[config.mk]
export PLATFORM = sky130hd
export DESIGN_NAME = sd_cmd_ctrl
export DESIGN_NICKNAME = d
export VERILOG_FILES = /design/src/rtl/sd_pkg.sv /design/src/rtl/sd_crc7.sv /design/src/rtl/sd_cmd_ctrl.sv
export SDC_FILE = /design/constraint.sdc
export NUM_CORES = 1
export LEC_CHECK = 0
export BUFFER_PORTS_ARGS = -buffer_cell sky130_fd_sc_hd__buf_2
export CAP_MARGIN = 20
export CELL_PAD_IN_SITES_DETAIL_PLACEMENT = 1
export CELL_PAD_IN_SITES_GLOBAL_PLACEMENT = 1
export CORE_UTILIZATION = 43
export CTS_CLUSTER_DIAMETER = 150
export DETAILED_ROUTE_END_ITERATION = 7
export GPL_ROUTABILITY_DRIVEN = 0
export HOLD_SLACK_MARGIN = 0.05
export PLACE_DENSITY = 0.85
export RECOVER_POWER = 25
export SYNTH_ARGS = -nofsm -noshare
export SYNTH_HDL_FRONTEND = slang
export SYNTH_SLANG_ARGS = --single-unit
[constraint.sdc]
create_clock -name clk -period 2.55 [get_ports clk]
set_input_delay 0.255 -clock clk [delete_from_list [all_inputs] [get_ports clk]]
set_output_delay 0.255 -clock clk [all_outputs]
set_load 0.01 [all_outputs]
[src/rtl/sd_pkg.sv]
// sd_pkg: shared states and framing constants for the SD command-line controller.
package sd_pkg;
  typedef enum logic [2:0] {INIT_CLK, IDLE, TX, RX_WAIT, RX, GAP} sd_cmd_state_t;
  localparam int SD_CMD_LEN = 48;
  localparam int SD_NRC = 8;
  localparam logic [6:0] SD_CRC7_POLY = 7'h09;
endpackage

[src/rtl/sd_crc7.sv]
// sd_crc7: serial CRC7 (x^7+x^3+1), MSB first, synchronous clear.
module sd_crc7
  import sd_pkg::*;
(
  input  logic       clk,
  input  logic       res_n,
  input  logic       clr,
  input  logic       en,
  input  logic       din,
  output logic [6:0] crc
);
  always_ff @(posedge clk or negedge res_n)
    if (!res_n) crc <= '0;
    else if (clr) crc <= '0;
    else if (en) crc <= {crc[5:0], 1'b0} ^ ({7{din ^ crc[6]}} & SD_CRC7_POLY);
endmodule

[src/rtl/sd_cmd_ctrl.sv]
// sd_cmd_ctrl: SD CMD-line sequencer; response CRC check enabled by SD_CMD_RESP_CRC_EN.
module sd_cmd_ctrl
  import sd_pkg::*;
#(
  parameter int NCR_MAX   = 64,
  parameter int INIT_CLKS = 80
) (
  input  logic        clk,
  input  logic        res_n,
  input  logic        sd_clk_rise,
  input  logic        sd_clk_fall,
  output logic        speed,
  input  logic        speed_req,
  input  logic        start,
  input  logic [5:0]  cmd_idx,
  input  logic [31:0] arg,
  input  logic        resp_en,
  input  logic        resp_nocrc,
  output logic        busy,
  output logic        done,
  output logic        timeout,
  output logic        crc_err,
  output logic [37:0] resp,
  output logic        cmd_out,
  output logic        cmd_oe,
  input  logic        cmd_in
);
  localparam logic [6:0] HDR = 7'(SD_CMD_LEN - 8);
  localparam logic [6:0] LAST = 7'(SD_CMD_LEN - 1);
  sd_cmd_state_t state, state_n;
  logic [6:0]  cnt;
  logic [39:0] frame;
  logic [6:0]  crc_tx;
  logic        resp_en_q, accept, tx_fall, tx_crc_en, tx_bit, step, rx_rise;
  assign accept    = state == IDLE && start;
  assign tx_fall   = state == TX && sd_clk_fall;
  assign tx_crc_en = tx_fall && cnt < HDR;
  assign rx_rise   = state == RX && sd_clk_rise;
  assign step      = state == TX ? sd_clk_fall : state != IDLE && sd_clk_rise;
  // header bits shift out of frame[39]; CRC bits are indexed once the header is done
  assign tx_bit = cnt < HDR ? frame[39] : cnt < LAST ? crc_tx[3'd6 - 3'(cnt - HDR)] : 1'b1;
  sd_crc7 u_crc_tx (.clk(clk), .res_n(res_n), .clr(accept), .en(tx_crc_en), .din(frame[39]), .crc(crc_tx));
  always_comb begin
    state_n = state;
    case (state)
      INIT_CLK: state_n = sd_clk_rise && cnt == 7'(INIT_CLKS - 1) ? IDLE : INIT_CLK;
      IDLE:     state_n = start ? TX : IDLE;
      TX:       state_n = sd_clk_fall && cnt == 7'(SD_CMD_LEN) ? (resp_en_q ? RX_WAIT : GAP) : TX;
      RX_WAIT:  state_n = !sd_clk_rise ? RX_WAIT : !cmd_in ? RX : cnt == 7'(NCR_MAX - 1) ? GAP : RX_WAIT;
      RX:       state_n = sd_clk_rise && cnt == LAST - 7'd1 ? GAP : RX;
      GAP:      state_n = sd_clk_rise && cnt == 7'(SD_NRC - 1) ? IDLE : GAP;
      default:  state_n = INIT_CLK;
    endcase
  end
  always_ff @(posedge clk or negedge res_n)
    if (!res_n) state <= INIT_CLK;
    else state <= state_n;
  always_ff @(posedge clk or negedge res_n)
    if (!res_n) begin
      cnt       <= '0;
      frame     <= '0;
      resp_en_q <= 1'b0;
      speed     <= 1'b0;
      busy      <= 1'b1;
      done      <= 1'b0;
      timeout   <= 1'b0;
      resp      <= '0;
      cmd_out   <= 1'b1;
      cmd_oe    <= 1'b0;
    end else begin
      done <= 1'b0;
      cnt  <= state_n != state ? '0 : step ? cnt + 7'd1 : cnt;
      if (state == IDLE) speed <= speed_req;
      if (accept) begin
        frame     <= {2'b01, cmd_idx, arg};
        resp_en_q <= resp_en;
        busy      <= 1'b1;
        timeout   <= 1'b0;
      end
      if (tx_crc_en) frame <= frame << 1;
      if (tx_fall) begin
        cmd_oe  <= cnt != 7'(SD_CMD_LEN);
        cmd_out <= tx_bit;
      end
      if (state == INIT_CLK && state_n == IDLE) busy <= 1'b0;
      if (state == RX_WAIT && state_n == GAP) timeout <= 1'b1;
      // RX count 0 is the transmission bit; counts 1..38 carry bits 45..8
      if (rx_rise && cnt != 7'd0 && cnt < HDR - 7'd1) resp <= {resp[36:0], cmd_in};
      if (state == GAP && state_n == IDLE) begin
        done <= 1'b1;
        busy <= 1'b0;
      end
    end
`ifdef SD_CMD_RESP_CRC_EN
  logic [6:0] crc_rx, crc_rcv;
  logic       nocrc_q, rx_crc_en;
  assign rx_crc_en = sd_clk_rise && ((state == RX_WAIT && !cmd_in) || (state == RX && cnt < HDR - 7'd1));
  sd_crc7 u_crc_rx (.clk(clk), .res_n(res_n), .clr(accept), .en(rx_crc_en), .din(cmd_in), .crc(crc_rx));
  always_ff @(posedge clk or negedge res_n)
    if (!res_n) begin
      crc_rcv <= '0;
      nocrc_q <= 1'b0;
      crc_err <= 1'b0;
    end else begin
      if (accept) begin
        nocrc_q <= resp_nocrc;
        crc_err <= 1'b0;
      end
      if (rx_rise && cnt >= HDR - 7'd1 && cnt < LAST - 7'd1) crc_rcv <= {crc_rcv[5:0], cmd_in};
      if (state == RX && state_n == GAP) crc_err <= !nocrc_q && crc_rcv != crc_rx;
    end
`else
  logic unused_nocrc;
  assign unused_nocrc = resp_nocrc;
  assign crc_err = 1'b0;
`endif
endmodule

==> summary.md <==
| Metric | Value |
|---|---|
| Post-synth ARST share | `1.000` |
| CTS Hold Bufs | `1` |
| Clock Skews | `about 0.017 ns` |
| Worst r2r dst | `frame[5]$_DFFE_PN0P_` |
| Crit-path cells | `and4bb_2 > and3_2 > nor2_4 > nand2_1 > nand2_1` |
| GRT Total Usage | `0.2073` |
| Total of max-cap violations | `0` |
| Worst-case reg-to-reg path depth | `5` |
| Pins over their slew limit | `0` |
| Slew margin rel. | `0.2552` |
| Hold Slack | `0.1025 ns` |
| FMAX | `446.4 MHz` |
| Clock Latency Late Sink | `0.37 ns` |
| DRC violations left | `0` |
| Total Wirelength | `10,810 um` |
| Fillers | `1,182` |
| First-pass GRT wire length | `18,250 um` |
| Worst Path Arrival | `2.55 ns` |
| Clk pin slew, worst setup/hold paths | `0.10 ns` |
| Area after DPL | `about 0.0052 mm^2` |
| # setup viols final | `0` |
| Syn Area/Cell | `11.20 um^2` |
| Area of the mapped netlist | `0.004624 mm^2` |
| Layout area overhead | `15.69%` |
| Final Cycle Share | `0.8784` |
| Worst EP required | `around 2.9 ns` |
| Post-layout min period | `2.240 ns` |
| Via Count | `~3,400` |
| Final instance count without filler cells | `637` |
| Clock buffer depth | `2` |
| Die height | `105.7 um` |
| CP Capture Type | `flip-flop` |
| Iter 0 DRT Violations | `149` |
| CP Launch Type | `flip-flop` |
| PwrDens | `691.3 mW/mm^2` |
| Clk root buf | `clkbuf_8` |
| Initial Utilization | `0.4459` |
| P_leak | `2.728 nW` |
| Outcome | `finished clean` |
| Vias per inst | `5.312` |
| Critical path fanouts, max | `37` |
| Setup TNS | `0 ns` |
| Number of synthesized flops with an enable pin | `0` |
| Row cnt | `37` |
| Seq cells post-synth | `102` |
| Area of the die | `0.01117 mm^2` |
| Initial antenna violation count | `0` |
| Post-CTS Setup Bufs | `0` |
| Peak supply drop | `approximately 0.00027 V` |
| DR pass1 iterations | `5` |
| Main synth FF type | `dfrtp_1` |
| Min-delay worst type | `in2reg` |
| CP startpoint | `state[2]$_DFF_PN0_` |
| CTS Buf Count | `9` |
| H-tree levels | `3` |
| Top Ports | `92` |
| Slowest CP cell | `nor2_4` |
| Crit-path most repeated cell | `nand2_1` |
| Design Power | `about 0.0037 W` |
| Core footprint | `0.01037 mm^2` |
| Post-placement cell count | `620` |
| Post-route cell area | `0.005350 mm^2` |
| DIE WIDTH | `105.7 um` |
| WP buf/inv | `0` |
| IO Port Bufs | `89` |
| Kind of critical path | `reg2reg` |
| Vias in the first global route | `3,623` |
| Reg-to-reg slack, setup | `0.31 ns` |
| TritonCTS Sinks | `102` |
| Stages on the worst setup path | `5` |
| Worst Setup EP | `frame[5]$_DFFE_PN0P_` |
| Sequential fraction of the synthesis area | `0.5525` |
| Post-CTS Resized | `0` |
| Synth unique cells | `52` |
| Cell family with most CP delay | `simple AND/OR/NAND/NOR gates` |
| Antenna Nets Post-Route | `0` |
| Dpl hpwl | `about 7700 um` |
| Max stage delay on crit path | `approximately 0.67 ns` |
| Slew @ Worst Pin | `1.117 ns` |
| Worst r2r src | `state[2]$_DFF_PN0_` |
| Nets | `~550` |
| Total gr overflow | `0` |
| # diodes | `0` |
| Largest net degree at the start of global routing | `45` |
| Ys Warns | `0` |
| Share of post-route cells with drive strength above 1 | `0.3074` |
| RSZ-0062 raised after global routing | `false` |
| CTS tree | `built` |
| Syn_nets | `462` |
| Gate Count Post-Synth | `413` |
| WL/cell | `16.97 um` |
| Hold Violations, Final | `0` |
-- worst min-delay path: cells and delay by family --
kind / cells / cell delay (ns)
buffers and inverters: 1 / 0.07
and+or+nand+nor: 2 / 0.10
-- per-layer routing --
layer,global-route usage,up-vias,wire [um],part of all wire
met3,0.04762,10,479,0.044
met2,0.3408,72,5376,0.50
met4,0.04762,0,93,0.0086
met1,0.2791,1716,4862,0.45
met5,0,-,0,0
li1,-,1586,-,-
-- power breakdown --
part | switching [W] | leakage (nW) | internal [W]
combinational | 0.000370 | 1.24 | 0.000337
sequential | 0.000204 | 1.39 | 0.00178
clock | 0.000598 | 0.0955 | 0.000405
total | 0.00117 | 2.73 | 0.00253
-- logic make-up after synthesis --
logic type | Yosys count | share of synthesized area
XOR/XNOR | 9 | 0.01705
adder cells (fa/ha/maj) | 2 | 0.005410
AND/OR/NAND/NOR | 159 | 0.1585
AO/OA/AOI/OAI | 63 | 0.1012
other | 1 | 0.0008109
multiplexers | 44 | 0.1247
flip-flops | 102 | 0.5525
buffers and inverters | 33 | 0.03977
-- synthesized netlist by cell type, types with 3 or more instances --
master,n,area share
mux2_4,20,0.065
mux2i_1,4,0.0087
nor2b_1,5,0.0068
nor3_1,3,0.0032
dfrtp_1,100,0.54
clkbuf_1,4,0.0032
inv_1,7,0.0057
xnor2_1,8,0.015
nor3b_1,3,0.0049
buf_2,15,0.016
nor2_1,17,0.014
a21oi_1,3,0.0032
o21ai_0,12,0.013
mux2_2,19,0.046
nand3_1,7,0.0076
a22oi_1,37,0.060
and3_1,3,0.0041
nand2_1,102,0.083
-- how the worst min path moves through the flow --
stage                        from                    end  slack [ns]  depth (start not counted)
final                     resp_en  resp_en_q$_DFFE_PN0P_        0.10                          3
after global routing      resp_en  resp_en_q$_DFFE_PN0P_        0.09                          3
after CTS                 resp_en  resp_en_q$_DFFE_PN0P_         0.1                          3
after detailed placement    res_n      speed$_DFFE_PN0N_        0.29                          1
after global placement      res_n      speed$_DFFE_PN0N_        0.29                          1
after floorplan             res_n     cmd_oe$_DFFE_PN0P_       -0.04                          0
-- flip-flops by register name, indices dropped and copies added (netlist names), 3 cells and up --
name / count
resp: 38
cnt: 7
frame: 40
u_crc_tx.crc: 7
state: 3
-- stage by stage --
stage,util,setup WS (ns)
after floorplan,-,0.5909
after global placement,0.4982,0.4020
after detailed placement,0.4982,0.3002
after CTS,0.5176,0.2869
after global routing,0.5159,0.1216
final,0.5159,0.3101
-- cell type report --
type,count,area (um^2),area share
Clock buffer,11,141.4,0.02643
Clock inverter,5,50.05,0.009355
Multi-Input combinational cell,278,1894,0.3541
Tap cell,136,170.2,0.03181
Timing Repair Buffer,98,513.0,0.09588
Inverter,7,26.28,0.004911
Sequential cell,102,2555,0.4775
-- cell usage in the layout, fill, tap and decap left out, types with 10 or more instances in the layout --
cell      instances
nand2_1         102
dfrtp_1         100
buf_2            79
a22oi_1          37
mux2_4           20
mux2_2           19
nor2_1           17
o21ai_0          12
clkbuf_1         11
clkbuf_8         10
Power figures use the tool's default switching activity.
